File: src/rtl/store_rmw_unit.sv
// -----------------------------------------------------------------------------
// store_rmw_unit
//
// Narrowing store path between the MEM-stage store request and a word-addressed
// data memory. Only the low-order 1, 2 or 4 bytes of the register value are
// stored. Byte and half stores become a read-modify-write of the containing
// word. Word stores go straight to a write.
//
// Ports
//   clk_i        rising-edge clock
//   rst_i        asynchronous, active-high reset
//   req_valid_i  store request valid
//   req_ready_o  unit can accept a request (IDLE only)
//   addr_i       byte address of the store
//   data_i       register value; only the low bytes are stored
//   size_i       00 byte, 01 half, 10 word, 11 illegal
//   mem_addr_o   word address of the access (byte address with [1:0] cleared)
//   mem_rd_o     read request, held until mem_ack_i
//   mem_wr_o     write request, held until mem_ack_i
//   mem_wdata_o  merged write word
//   mem_rdata_i  read data, valid together with mem_ack_i during a read
//   mem_ack_i    memory completes the current read or write this cycle
//   done_o       one-cycle pulse: store completed
//   err_o        one-cycle pulse: misaligned, illegal size or timeout
//
// Parameters
//   ADDR_W   byte-address width
//   TIMEOUT  cycles a read or write may wait for mem_ack_i before the access
//            is abandoned with err_o; 0 disables the timeout
//
// Every output is a flop, so mem_ack_i never reaches an output combinationally.
// -----------------------------------------------------------------------------
module store_rmw_unit #(
  parameter int ADDR_W  = 32,
  parameter int TIMEOUT = 255
) (
  input  logic              clk_i,
  input  logic              rst_i,
  input  logic              req_valid_i,
  output logic              req_ready_o,
  input  logic [ADDR_W-1:0] addr_i,
  input  logic [31:0]       data_i,
  input  logic [1:0]        size_i,
  output logic [ADDR_W-1:0] mem_addr_o,
  output logic              mem_rd_o,
  output logic              mem_wr_o,
  output logic [31:0]       mem_wdata_o,
  input  logic [31:0]       mem_rdata_i,
  input  logic              mem_ack_i,
  output logic              done_o,
  output logic              err_o
);

  // Size encodings of size_i.
  localparam logic [1:0] SZ_BYTE = 2'b00;
  localparam logic [1:0] SZ_HALF = 2'b01;
  localparam logic [1:0] SZ_WORD = 2'b10;

  // The wait counter only has to reach TIMEOUT; it is kept one bit wide when
  // the timeout is disabled or trivially small.
  localparam int              CNT_W      = (TIMEOUT > 1) ? $clog2(TIMEOUT + 1) : 1;
  localparam logic [CNT_W-1:0] TIMEOUT_C = CNT_W'(TIMEOUT);
  localparam logic [CNT_W-1:0] CNT_ZERO  = CNT_W'(0);
  localparam logic [CNT_W-1:0] CNT_ONE   = CNT_W'(1);
  localparam bit               TIMEOUT_EN = (TIMEOUT != 0);

  typedef enum logic [2:0] {
    ST_IDLE  = 3'd0,
    ST_READ  = 3'd1,
    ST_WRITE = 3'd2,
    ST_DONE  = 3'd3,
    ST_ERR   = 3'd4
  } state_t;

  // ---------------------------------------------------------------------------
  // Helpers
  // ---------------------------------------------------------------------------

  // A request is illegal when the size code is reserved or the address is not
  // naturally aligned for the requested size. Bytes are always aligned.
  function automatic logic size_illegal(input logic [1:0] size,
                                        input logic [1:0] lane);
    logic bad;
    case (size)
      SZ_BYTE: bad = 1'b0;
      SZ_HALF: bad = lane[0];
      SZ_WORD: bad = (lane != 2'b00);
      default: bad = 1'b1;
    endcase
    return bad;
  endfunction

  // Little-endian lane merge: the addressed byte or half-word lane takes the
  // low bits of the store data; all other lanes keep the memory contents.
  // Only byte and half sizes ever reach the merge; any other size leaves the
  // word unchanged.
  function automatic logic [31:0] merge_word(input logic [31:0] old_word,
                                             input logic [15:0] st_data,
                                             input logic [1:0]  lane,
                                             input logic [1:0]  size);
    logic [31:0] merged;
    merged = old_word;
    case (size)
      SZ_BYTE: begin
        case (lane)
          2'b00:   merged[7:0]   = st_data[7:0];
          2'b01:   merged[15:8]  = st_data[7:0];
          2'b10:   merged[23:16] = st_data[7:0];
          2'b11:   merged[31:24] = st_data[7:0];
          default: merged        = old_word;
        endcase
      end
      SZ_HALF: begin
        if (lane[1]) begin
          merged[31:16] = st_data;
        end else begin
          merged[15:0]  = st_data;
        end
      end
      default: merged = old_word;
    endcase
    return merged;
  endfunction

  // ---------------------------------------------------------------------------
  // State
  // ---------------------------------------------------------------------------
  state_t           state_r;
  logic [1:0]       lane_r;   // addr[1:0] of the accepted store
  logic [1:0]       size_r;
  logic [15:0]      data_r;   // only the bits a byte/half merge can use
  logic [CNT_W-1:0] cnt_r;    // cycles spent waiting for mem_ack_i
  logic             wait_expired_s;

  // The current READ/WRITE access has waited its full budget without an ack.
  assign wait_expired_s = TIMEOUT_EN && (cnt_r == TIMEOUT_C);

  // Store sequencer: state, latched request, wait counter and all outputs.
  always_ff @(posedge clk_i or posedge rst_i) begin
    if (rst_i) begin
      state_r     <= ST_IDLE;
      lane_r      <= 2'b00;
      size_r      <= 2'b00;
      data_r      <= 16'h0000;
      cnt_r       <= CNT_ZERO;
      req_ready_o <= 1'b1;
      mem_addr_o  <= '0;
      mem_rd_o    <= 1'b0;
      mem_wr_o    <= 1'b0;
      mem_wdata_o <= 32'h0000_0000;
      done_o      <= 1'b0;
      err_o       <= 1'b0;
    end else begin
      case (state_r)
        ST_IDLE: begin
          if (req_valid_i) begin
            lane_r      <= addr_i[1:0];
            size_r      <= size_i;
            data_r      <= data_i[15:0];
            cnt_r       <= CNT_ZERO;
            req_ready_o <= 1'b0;
            if (size_illegal(size_i, addr_i[1:0])) begin
              // Rejected before any memory access is started.
              err_o   <= 1'b1;
              state_r <= ST_ERR;
            end else if (size_i == SZ_WORD) begin
              mem_addr_o  <= {addr_i[ADDR_W-1:2], 2'b00};
              mem_wdata_o <= data_i;
              mem_wr_o    <= 1'b1;
              state_r     <= ST_WRITE;
            end else begin
              mem_addr_o <= {addr_i[ADDR_W-1:2], 2'b00};
              mem_rd_o   <= 1'b1;
              state_r    <= ST_READ;
            end
          end else begin
            req_ready_o <= 1'b1;
          end
        end

        ST_READ: begin
          if (mem_ack_i) begin
            mem_wdata_o <= merge_word(mem_rdata_i, data_r, lane_r, size_r);
            mem_rd_o    <= 1'b0;
            mem_wr_o    <= 1'b1;
            cnt_r       <= CNT_ZERO;
            state_r     <= ST_WRITE;
          end else if (wait_expired_s) begin
            // Read never answered: abandon without issuing the write.
            mem_rd_o <= 1'b0;
            err_o    <= 1'b1;
            state_r  <= ST_ERR;
          end else begin
            cnt_r <= cnt_r + CNT_ONE;
          end
        end

        ST_WRITE: begin
          if (mem_ack_i) begin
            mem_wr_o <= 1'b0;
            done_o   <= 1'b1;
            state_r  <= ST_DONE;
          end else if (wait_expired_s) begin
            mem_wr_o <= 1'b0;
            err_o    <= 1'b1;
            state_r  <= ST_ERR;
          end else begin
            cnt_r <= cnt_r + CNT_ONE;
          end
        end

        ST_DONE: begin
          done_o      <= 1'b0;
          req_ready_o <= 1'b1;
          state_r     <= ST_IDLE;
        end

        ST_ERR: begin
          err_o       <= 1'b0;
          req_ready_o <= 1'b1;
          state_r     <= ST_IDLE;
        end

        default: begin
          // Unreachable encodings recover to a quiet IDLE.
          mem_rd_o    <= 1'b0;
          mem_wr_o    <= 1'b0;
          done_o      <= 1'b0;
          err_o       <= 1'b0;
          req_ready_o <= 1'b1;
          state_r     <= ST_IDLE;
        end
      endcase
    end
  end

endmodule

File: config.mk
export PLATFORM = sky130hd
export DESIGN_NAME = store_rmw_unit
export DESIGN_NICKNAME = d
export VERILOG_FILES = /design/src/rtl/store_rmw_unit.sv
export SDC_FILE = /design/constraint.sdc
export NUM_CORES = 1
export LEC_CHECK = 0
export ABC_CLOCK_PERIOD_IN_PS = 4100
export BUFFER_PORTS_ARGS = -buffer_cell sky130_fd_sc_hd__clkbuf_2
export CAP_MARGIN = 20
export CORE_ASPECT_RATIO = 1.25
export CORE_MARGIN = 8
export CORE_UTILIZATION = 40
export CTS_CLUSTER_SIZE = 10
export DETAILED_ROUTE_END_ITERATION = 12
export GPL_ROUTABILITY_DRIVEN = 0
export PLACE_DENSITY_LB_ADDON = 0.3
export SYNTH_ARGS = -nofsm -noshare
export SYNTH_HDL_FRONTEND = slang
export SYNTH_SLANG_ARGS = --single-unit
File: constraint.sdc
create_clock -name clk_i -period 4.1 [get_ports clk_i]
set_input_delay 0.82 -clock clk_i [delete_from_list [all_inputs] [get_ports clk_i]]
set_output_delay 0.82 -clock clk_i [all_outputs]
set_load 0.01 [all_outputs]
==> flow_metrics.py <==
metrics = {
    "clock_tree": {
        "cts_tree": "built",
        "cts.sinks": 98,
        "postCtsSetupRepairBufs": 0,
        "cts_made_buffers": 9,
        "clkTransAtPathRegs_ns": 0.07,
        "cts_max_path_buffers": 2,
        "cts_hold_buf": 0,
        "ctsResizeCount": 0,
        "cts-root-buf": "clkbuf_16",
        "h-tree-depth": 3,
        "clock_latency_ns": 0.34,
    },
    "sta": {
        "tightest_slew_ns": 0.989,
        "setup_slack_ns": 1.71,
        "setup_tns_ns": 0,
        "setup_viol": 0,
        "finalClockSkew_ns": 0.00611,
        "slew_headroom_pct": 33.2,
        "rsz0062_at_grt": "no",
        "hold_viol": 0,
        "final_max_slew_viol_count": 0,
        "max_freq_ghz": 0.419,
        "min_period_ns": 2.39,
        "period_share_pct": 58.2,
    },
    "worst_setup_path": {
        "crit_type": "reg -> reg",
        "path_cells": "or3b_2 > a31o_2 > a211oi_1 > o31ai_1",
        "cp-start-kind": "flip-flop",
        "crit_family": "simple AND/OR/NAND/NOR gates",
        "crit_buf_inv": 0,
        "cp_slowest_cell": "or3b_2",
        "worst-path-max-fanout": 32,
        "worst_path_largest_cell_delay_ns": 0.79,
        "arrival_ns": 2.59,
        "cp_num_cells": 4,
        "required_ns": 4.31,
        "reg2reg_depth": 4,
        "endpoint_kind": "flip-flop",
    },
    "synth": {
        "syn_inst": 471,
        "yosys.area_share.simple_pct": 15.1,
        "netlist_area_sq_um": 4980,
        "avgSynthCellArea_sq_um": 10.6,
        "ys_warn_count": 0,
        "ys_types": 59,
        "synth_edf_count": 0,
        "synth_top_family_by_area": "compound AO/OA/AOI/OAI gates",
        "synth-xor-area-share_pct": 0.176,
        "synth-compound-area-share_pct": 18.9,
        "ys_seq_elements": 98,
        "synth_top_flop_cell": "dfrtp_1",
        "async_flop_share_pct": 100,
        "synthAdderAreaFrac_pct": 0.251,
        "ys_seq_area_share_pct": 49.3,
        "synthMuxAreaShare_pct": 11.9,
    },
    "min_path": {
        "hold_path_class": "in -> async",
    },
    "finish": {
        "layout-drive-gt1-share_pct": 41.3,
        "diodes": 0,
        "multi_input_area_sq_um": 2360,
        "mostFrequentLayoutCell": "clkbuf_2",
        "layout_common_cells": "168 x clkbuf_2, 97 x dfrtp_1, 48 x mux2_2, 44 x nand2_1, 37 x nor2_1",
        "stdcell_count": 789,
        "syn_to_final_growth_pct": 24.9,
        "fill_cells": 1162,
        "layout.nets": 723,
        "seqCellArea_sq_um": 2450,
        "final_cell_area_sq_um": 6220,
    },
    "global_routing": {
        "antenna_found_initial": 0,
        "groute.usage.overall_pct": 17.9,
        "grt_pass1_wl_um": 23300,
        "grt_pass1_vias": 4561,
        "grt_max_degree": 66,
        "grt-ovfl-total": 0,
    },
    "pwr": {
        "power_density_nw_per_um2": 762,
        "p_leak_nw": 2.95,
        "irDropWorstVdd_v": 0.000335,
        "design_power_total_mw": 4.74,
    },
    "floorplan": {
        "die_x_um": 116,
        "die_h_um": 141,
        "start_util_pct": 41.0,
        "dieArea_sq_um": 16300,
        "core_sq_um": 12200,
        "rows": 45,
        "io_pins": 171,
    },
    "detailed_routing": {
        "final_antenna_net_count": 0,
        "wl_per_cell_um": 18.2,
        "via_count": 4294,
        "wl_um": 14400,
        "routed_via_density": 5.44,
        "drtIter0Drc": 213,
        "drt_first_pass_iters": 4,
        "drc_errors": 0,
    },
    "run": {
        "cap_violations": 0,
    },
    "placed_design": {
        "io_buffers": 168,
        "dp_hpwl_um": 10900,
        "place_ws_ns": 1.41,
        "dp_cells": 772,
        "placed_cell_area_sq_um": 5930,
    },
    "outcome": {
        "status": "completed",
    },
}
==> final cells by class <==
class                           instances  area share [%]
Clock buffer                           11            3.74
Clock inverter                          5           0.864
Inverter                                5           0.342
Multi-Input combinational cell        330            37.9
Sequential cell                        98            39.4
Tap cell                              164            3.30
Timing Repair Buffer                  176            14.5
==> cell usage after synthesis (all sizes together) (8+ instances only) <==
cell / count / share of area (%)
buf: 24 / 2.8
o31ai: 32 / 4.8
dfrtp: 97 / 49
nor2: 37 / 2.8
a21oi: 15 / 1.5
clkbuf: 15 / 1.1
mux2: 51 / 12
a211oi: 23 / 3.6
a22o: 8 / 1.4
o21ai: 9 / 0.90
and3: 22 / 2.8
nand2: 44 / 3.3
==> worst paths after layout <==
kind / start / to / slack (ns)
max in group asynchronous: rst_i / mem_wdata_o[21] / 2.74
min: rst_i / mem_addr_o[30] / 0.48
min reg2reg: mem_wdata_o[18] / mem_wdata_o[18] / 0.48
max: state_r[0] / mem_wdata_o[12] / 1.71
min in group clk_i: mem_wdata_o[18] / mem_wdata_o[18] / 0.48
max reg2reg: state_r[0] / mem_wdata_o[12] / 1.71
==> through the flow <==
step	util, %	hold slack [ns]
floorplan	-	0.487
global placement	48.8	0.459
detailed placement	48.8	0.466
CTS	51.1	0.481
global route	51.2	0.496
finish	51.2	0.476
==> metal layers <==
layer / global-route usage (%) / vias to the layer above / part of all wire [%]
met5: 0 / - / 0
met4: 7.32 / 0 / 1.6
met3: 4.66 / 14 / 9.3
met2: 30.1 / 155 / 50
met1: 21.0 / 2086 / 39
li1: - / 2039 / -
==> report_power, final <==
part           internal, mW  switching (mW)  leakage (nW)
Combinational         0.944            1.10          1.61
Sequential             1.42           0.440          1.19
Clock                 0.473           0.365         0.144
==> sequential cells by signal (all words and copies together), names as in the netlist, 2 cells and up <==
name	count
mem_wdata_o	32
mem_addr_o	30
data_r	16
cnt_r	8
state_r	3
lane_r	2
size_r	2
==> worst register-to-register path, delay by kind of cell, from the launching register on <==
kind	cells	cell delay, ns
simple gates	1	0.80
flops	1	0.71
compound gates	3	0.74
==> logic make-up after synthesis <==
| kind of cell | Yosys count |
|---|---|
| flip-flops | 98 |
| multiplexers | 53 |
| buffers and inverters | 44 |
| adder cells (fa/ha/maj) | 1 |
| other | 1 |
| AO/OA/AOI/OAI | 128 |
| XOR/XNOR | 1 |
| AND/OR/NAND/NOR | 145 |
Power figures use the tool's default switching activity.
